### src/rtl/tile_renderer.sv
`default_nettype none
// ============================================================================
// Module      : tile_renderer
// Description : Per-frame snapshot of the 8x8 tile map; maps VGA coordinates
//               to sprite-ROM addresses and returns RGB with 3-cycle latency.
// Revision    : 1.0
// ============================================================================
module tile_renderer #(
    parameter int          X0       = 192,
    parameter int          Y0       = 112,
    parameter logic [11:0] BG_COLOR = 12'h222,
    parameter int          DARK_MIN = 19
) (
    input  logic        clk,
    input  logic        rst,
    input  logic [39:0] Row1,
    input  logic [39:0] Row2,
    input  logic [39:0] Row3,
    input  logic [39:0] Row4,
    input  logic [39:0] Row5,
    input  logic [39:0] Row6,
    input  logic [39:0] Row7,
    input  logic [39:0] Row8,
    input  logic        frame_tick,
    input  logic [9:0]  h_cnt,
    input  logic [9:0]  v_cnt,
    input  logic        valid,
    output logic [12:0] rom_addr,
    input  logic [11:0] rom_data,
    output logic [11:0] pixel_rgb,
    output logic        pixel_valid
);

    logic [39:0] w_rows [8];
    logic [4:0]  shadow_q [64];

    logic [9:0]  w_dx;
    logic [9:0]  w_dy;
    logic        w_in_grid;
    logic [4:0]  w_idx;
    logic        w_dark;
    logic [12:0] rom_addr_d;

    logic [12:0] rom_addr_q;
    logic        valid1_q, grid1_q, dark1_q;
    logic        valid2_q, grid2_q, dark2_q;
    logic [11:0] rgb_d, rgb_q;
    logic        pv_d, pv_q;

    assign w_rows[0] = Row1;
    assign w_rows[1] = Row2;
    assign w_rows[2] = Row3;
    assign w_rows[3] = Row4;
    assign w_rows[4] = Row5;
    assign w_rows[5] = Row6;
    assign w_rows[6] = Row7;
    assign w_rows[7] = Row8;

    always_ff @(posedge clk or negedge rst) begin
        if (!rst) begin
            for (int i = 0; i < 64; i++) begin
                shadow_q[i] <= 5'd31;
            end
        end else if (frame_tick) begin
            for (int r = 0; r < 8; r++) begin
                for (int c = 0; c < 8; c++) begin
                    shadow_q[r*8 + c] <= w_rows[r][39 - 5*c -: 5];
                end
            end
        end
    end

    // Coordinates are decoded at capture so the ROM read fits inside the
    // 3-cycle budget; the lower bound check keeps wrapped dx/dy out of the grid.
    assign w_dx      = h_cnt - 10'(X0);
    assign w_dy      = v_cnt - 10'(Y0);
    assign w_in_grid = (h_cnt >= 10'(X0)) && (w_dx[9:8] == 2'b00) &&
                       (v_cnt >= 10'(Y0)) && (w_dy[9:8] == 2'b00);
    assign w_idx     = shadow_q[{w_dy[7:5], w_dx[7:5]}];
    assign w_dark    = (w_idx >= 5'(DARK_MIN));

    always_comb begin
        rom_addr_d = rom_addr_q;
        if (w_in_grid) begin
            rom_addr_d = {w_idx, w_dy[4:1], w_dx[4:1]};
        end
    end

    always_comb begin
        rgb_d = 12'h000;
        pv_d  = 1'b0;
        if (valid2_q) begin
            pv_d = 1'b1;
            if (!grid2_q) begin
                rgb_d = BG_COLOR;
            end else if (dark2_q) begin
                rgb_d = 12'h000;
            end else begin
                rgb_d = rom_data;
            end
        end
    end

    always_ff @(posedge clk or negedge rst) begin
        if (!rst) begin
            rom_addr_q <= 13'd0;
            valid1_q   <= 1'b0;
            grid1_q    <= 1'b0;
            dark1_q    <= 1'b0;
            valid2_q   <= 1'b0;
            grid2_q    <= 1'b0;
            dark2_q    <= 1'b0;
            rgb_q      <= 12'h000;
            pv_q       <= 1'b0;
        end else begin
            rom_addr_q <= rom_addr_d;
            valid1_q   <= valid;
            grid1_q    <= w_in_grid;
            dark1_q    <= w_dark;
            valid2_q   <= valid1_q;
            grid2_q    <= grid1_q;
            dark2_q    <= dark1_q;
            rgb_q      <= rgb_d;
            pv_q       <= pv_d;
        end
    end

    assign rom_addr    = rom_addr_q;
    assign pixel_rgb   = rgb_q;
    assign pixel_valid = pv_q;

endmodule
`default_nettype wire

### config.mk
export PLATFORM = sky130hd
export DESIGN_NAME = tile_renderer
export DESIGN_NICKNAME = d
export VERILOG_FILES = /design/src/rtl/tile_renderer.sv
export SDC_FILE = /design/constraint.sdc
export NUM_CORES = 1
export LEC_CHECK = 0
export CAP_MARGIN = 15
export CORE_MARGIN = 10
export CORE_UTILIZATION = 44
export DETAILED_ROUTE_END_ITERATION = 6
export PLACE_DENSITY = 0.72
export SYNTH_ARGS = -nofsm -noshare
export SYNTH_HDL_FRONTEND = slang
export SYNTH_SLANG_ARGS = --single-unit
### constraint.sdc
create_clock -name clk -period 2.17 [get_ports clk]
set_input_delay 0.3255 -clock clk [delete_from_list [all_inputs] [get_ports clk]]
set_output_delay 0.3255 -clock clk [all_outputs]
set_load 0.01 [all_outputs]
==> impl_metrics.csv, run 1 <==
group,metric,value,unit
run_status,status,"finished clean",
finish,layout_commonest_cell,"clkdlybuf4s50_1",
drt,vias,10200,
timing,drv_slew,0,
critical_path,cp-end-kind,"register",
timing,period_share,0.953,
floorplanning,die_w,210,um
drt,final_antenna_net_count,0,
floorplanning,die_y,210,um
floorplanning,fp.dieArea,44200,um^2
clock_tree,clk_latency,0.52,ns
clock_tree,clock_sinks,352,
synthesis,syn_inst,960,
synthesis,synth_top_family_by_area,"multiplexers",
grt,grt.total_usage,0.210,
floorplanning,num_rows,69,
floorplanning,ioPinCount,382,
clock_tree,post_cts_buffers,0,
clock_tree,cts-root-buf,"clkbuf_16",
power_and_ir_drop,p_leak,0.00853,uW
finish,drive_gt1_frac,0.624,
finish,fillers,2692,
finish,final_core_util,0.624,
grt,grt_pass1_vias,11500,
critical_path,worstPathMaxFanout,7,
drt,drtIter0Drc,442,
place,place.gp.congestion,0.833,
critical_path,arrival,2.51,ns
timing,grt_setup_unrepaired,"false",
finish,layout.nets,1757,
grt,overflow,0,
timing,hold_ws,0.0717,ns
finish,final_cell_mix,"374 x clkdlybuf4s50_1, 332 x mux2_2, 320 x dfstp_2",
timing,hold_violations,0,
timing,setup_violations,0,
grt,grt_antenna_before_repair,9,
critical_path,start_kind,"input port",
synthesis,syn_area,15900,um^2
clock_tree,cts_tree,"built",
synthesis,synth_warnings,0,
flow_run,maxCapViolations,0,
timing,maxSlewHeadroom,0.684,
drt,drc,0,
clock_tree,path_clk_slew,0.06,ns
synthesis,ys_seq_area_frac,0.579,
drt,wl,46800,um
critical_path,cp_cell_sequence,"clkdlybuf4s50_1 > ha_1 > buf_4 > nor2b_1 > a22oi_1 > and3_1 > a311oi_2 > o31a_1",
synthesis,synth_nets,1318,
clock_tree,numCtsBuffers,39,
synthesis,synth_adder_area_share,0.00157,
floorplanning,core_area,35700,um^2
drt,first_pass_iters,5,
critical_path,slowest_delay,0.46,ns
power_and_ir_drop,powerDensity,811,nW/um^2
synthesis,netlist_top_cells_area,"dfstp_2 53%, mux2_2 24%, mux4_2 12%, dfrtp_1 5.0%, clkbuf_1 1.2%",
place,dpl_worst_slack,-0.560,ns
worst_hold_path,min_path_type,"input port to async pin",
floorplanning,start_util,0.446,
finish,seq_area,9210,um^2
synthesis,yosys.cell_types.count,35,
clock_tree,cts.path.max_buffers,3,
finish,area_growth,39.9,%
synthesis,synth_mux_area_frac,0.357,
timing,skew,0.00800,ns
drt,wl_per_cell,24.8,um
timing,worst_pin_slew,0.473,ns
place,place_hpwl,36600,um
drt,viasPerCell,5.37,
critical_path,cpMaxStageDelayCell,"clkdlybuf4s50_1",
synthesis,yosys.area_share.simple,0.0231,
finish,multiInputGateArea,6470,um^2
synthesis,ys.flop_type,"dfstp_2",
critical_path,worstPathRequired,2.62,ns
synthesis,synth-compound-area-share,0.0209,
grt,grt_max_degree,81,
synthesis,synth-edff-count,0,
synthesis,synthArstFlopShare,1.00,
synthesis,syn_avg_cell_area,16.6,um^2
synthesis,synth_top_cell_area_share,0.529,
critical_path,crit_type,"input port to register",
timing,min_period,2.07,ns
timing,layout_setup_ws,0.102,ns
power_and_ir_drop,peakVddDrop,0.566,mV
synthesis,yosys.area_share.xor_xnor,0.00220,
synthesis,synth_seq_cells,352,
grt,grt_pass1_wl,71000,um
place,place.port_buffers,379,
clock_tree,htreeDepth,2,
timing,fmax,0.483,GHz
synthesis,synth_largest_area_cell,"dfstp_2",
[cell usage after synthesis, drive strengths merged, types with 3 or more instances]
cell    instances
o211ai          6
a211oi          3
nor2b           6
nand3           5
dfstp         320
a21boi          3
mux2          332
nand4           8
buf            14
o22ai           3
dfrtp          32
nand2b          4
clkbuf         49
a21oi           3
a22oi          19
and2           11
mux4           84
nor2           17
nor3            6
a311oi          3
mux2i           4
nand2          10
[sequential cells by signal (all words and copies together), names as in the netlist]
signal / count
pixel_rgb: 12
dark1_q: 1
valid2_q: 1
grid1_q: 1
shadow_q: 320
dark2_q: 1
grid2_q: 1
rom_addr: 13
valid1_q: 1
pixel_valid: 1
[layout make-up]
type                       count  area share
antenna                        4    0.000450
clock buffer                  57      0.0529
clock inverter                11     0.00602
inverter                       2    0.000506
multi-input combinational    543       0.291
sequential                   352       0.414
tap                          461      0.0259
timing repair buffer         461       0.209
[worst paths after layout]
kind,startpoint,endpoint,slack (ns),cells after the start
setup / recovery,v_cnt[5],dark1_q,0.10,8
hold reg to reg,valid1_q,valid2_q,0.35,0
min in group clk,frame_tick,shadow_q[235],0.24,2
hold / removal,rst,shadow_q[134],0.07,1
max in group asynchronous,rst,shadow_q[100],1.61,2
setup reg to reg,shadow_q[34],rom_addr[12],0.13,5
[what timing repair did]
| action | 4_1_cts | 5_1_grt |
|---|---|---|
| pin swaps | 0 | 2 |
| gates resized for setup | 3 | 4 |
| cloned | 0 | 0 |
| hold buffers | 0 | 0 |
| endpoints found under the setup margin | 3 | 5 |
[kinds of logic (layout without fill, tap and decap cells)]
family / after synthesis / count (layout)
AND/OR/NAND/NOR: 71 / 71
adder cells (fa/ha/maj): 2 / 2
multiplexers: 420 / 420
XOR/XNOR: 4 / 4
buffers and inverters: 65 / 531
other: 0 / 4
flip-flops: 352 / 352
AO/OA/AOI/OAI: 46 / 46
[stage by stage]
step           total power [uW]  TNS, ns  std cells  instance area [um^2]
2_1_floorplan              9630        0        960                 15900
3_3_place_gp              11400    -4.28       1819                 20900
3_5_place_dp              11400    -5.21       1819                 20900
4_1_cts                   18200        0       1887                 22200
5_1_grt                   18800        0       1890                 22200
6_report                  18000        0       1891                 22200
[per-layer routing]
metal,track usage,part of all wire,vias to the layer above
met1,0.268,0.41,5223
met4,0.0692,0.030,10
met2,0.338,0.48,351
li1,-,-,4488
met3,0.0620,0.077,82
met5,0,0.0012,-
[worst max-delay path: cells and delay by family]
| family | cells | cell delay [ns] |
|---|---|---|
| AOI/OAI and AO/OA | 3 | 0.64 |
| adders and majority gates | 1 | 0.46 |
| and+or+nand+nor | 2 | 0.44 |
| buffers and inverters | 2 | 0.64 |
[power by group]
part           leakage (uW)  total (uW)  switching [uW]  internal, uW
registers           0.00377        8100             376          7730
logic               0.00411        3250            1260          1980
clock network      0.000652        6700            2600          4100
total               0.00853       18000            4230         13800
No activity file was read; power rests on OpenSTA's default activity.
==> run 2, diff against run 1 <==
Settings changed: GPL_ROUTABILITY_DRIVEN from default to 0.
==> results of run 2 <==
The final DEF is identical to that of run 1; final timing and power are the same.
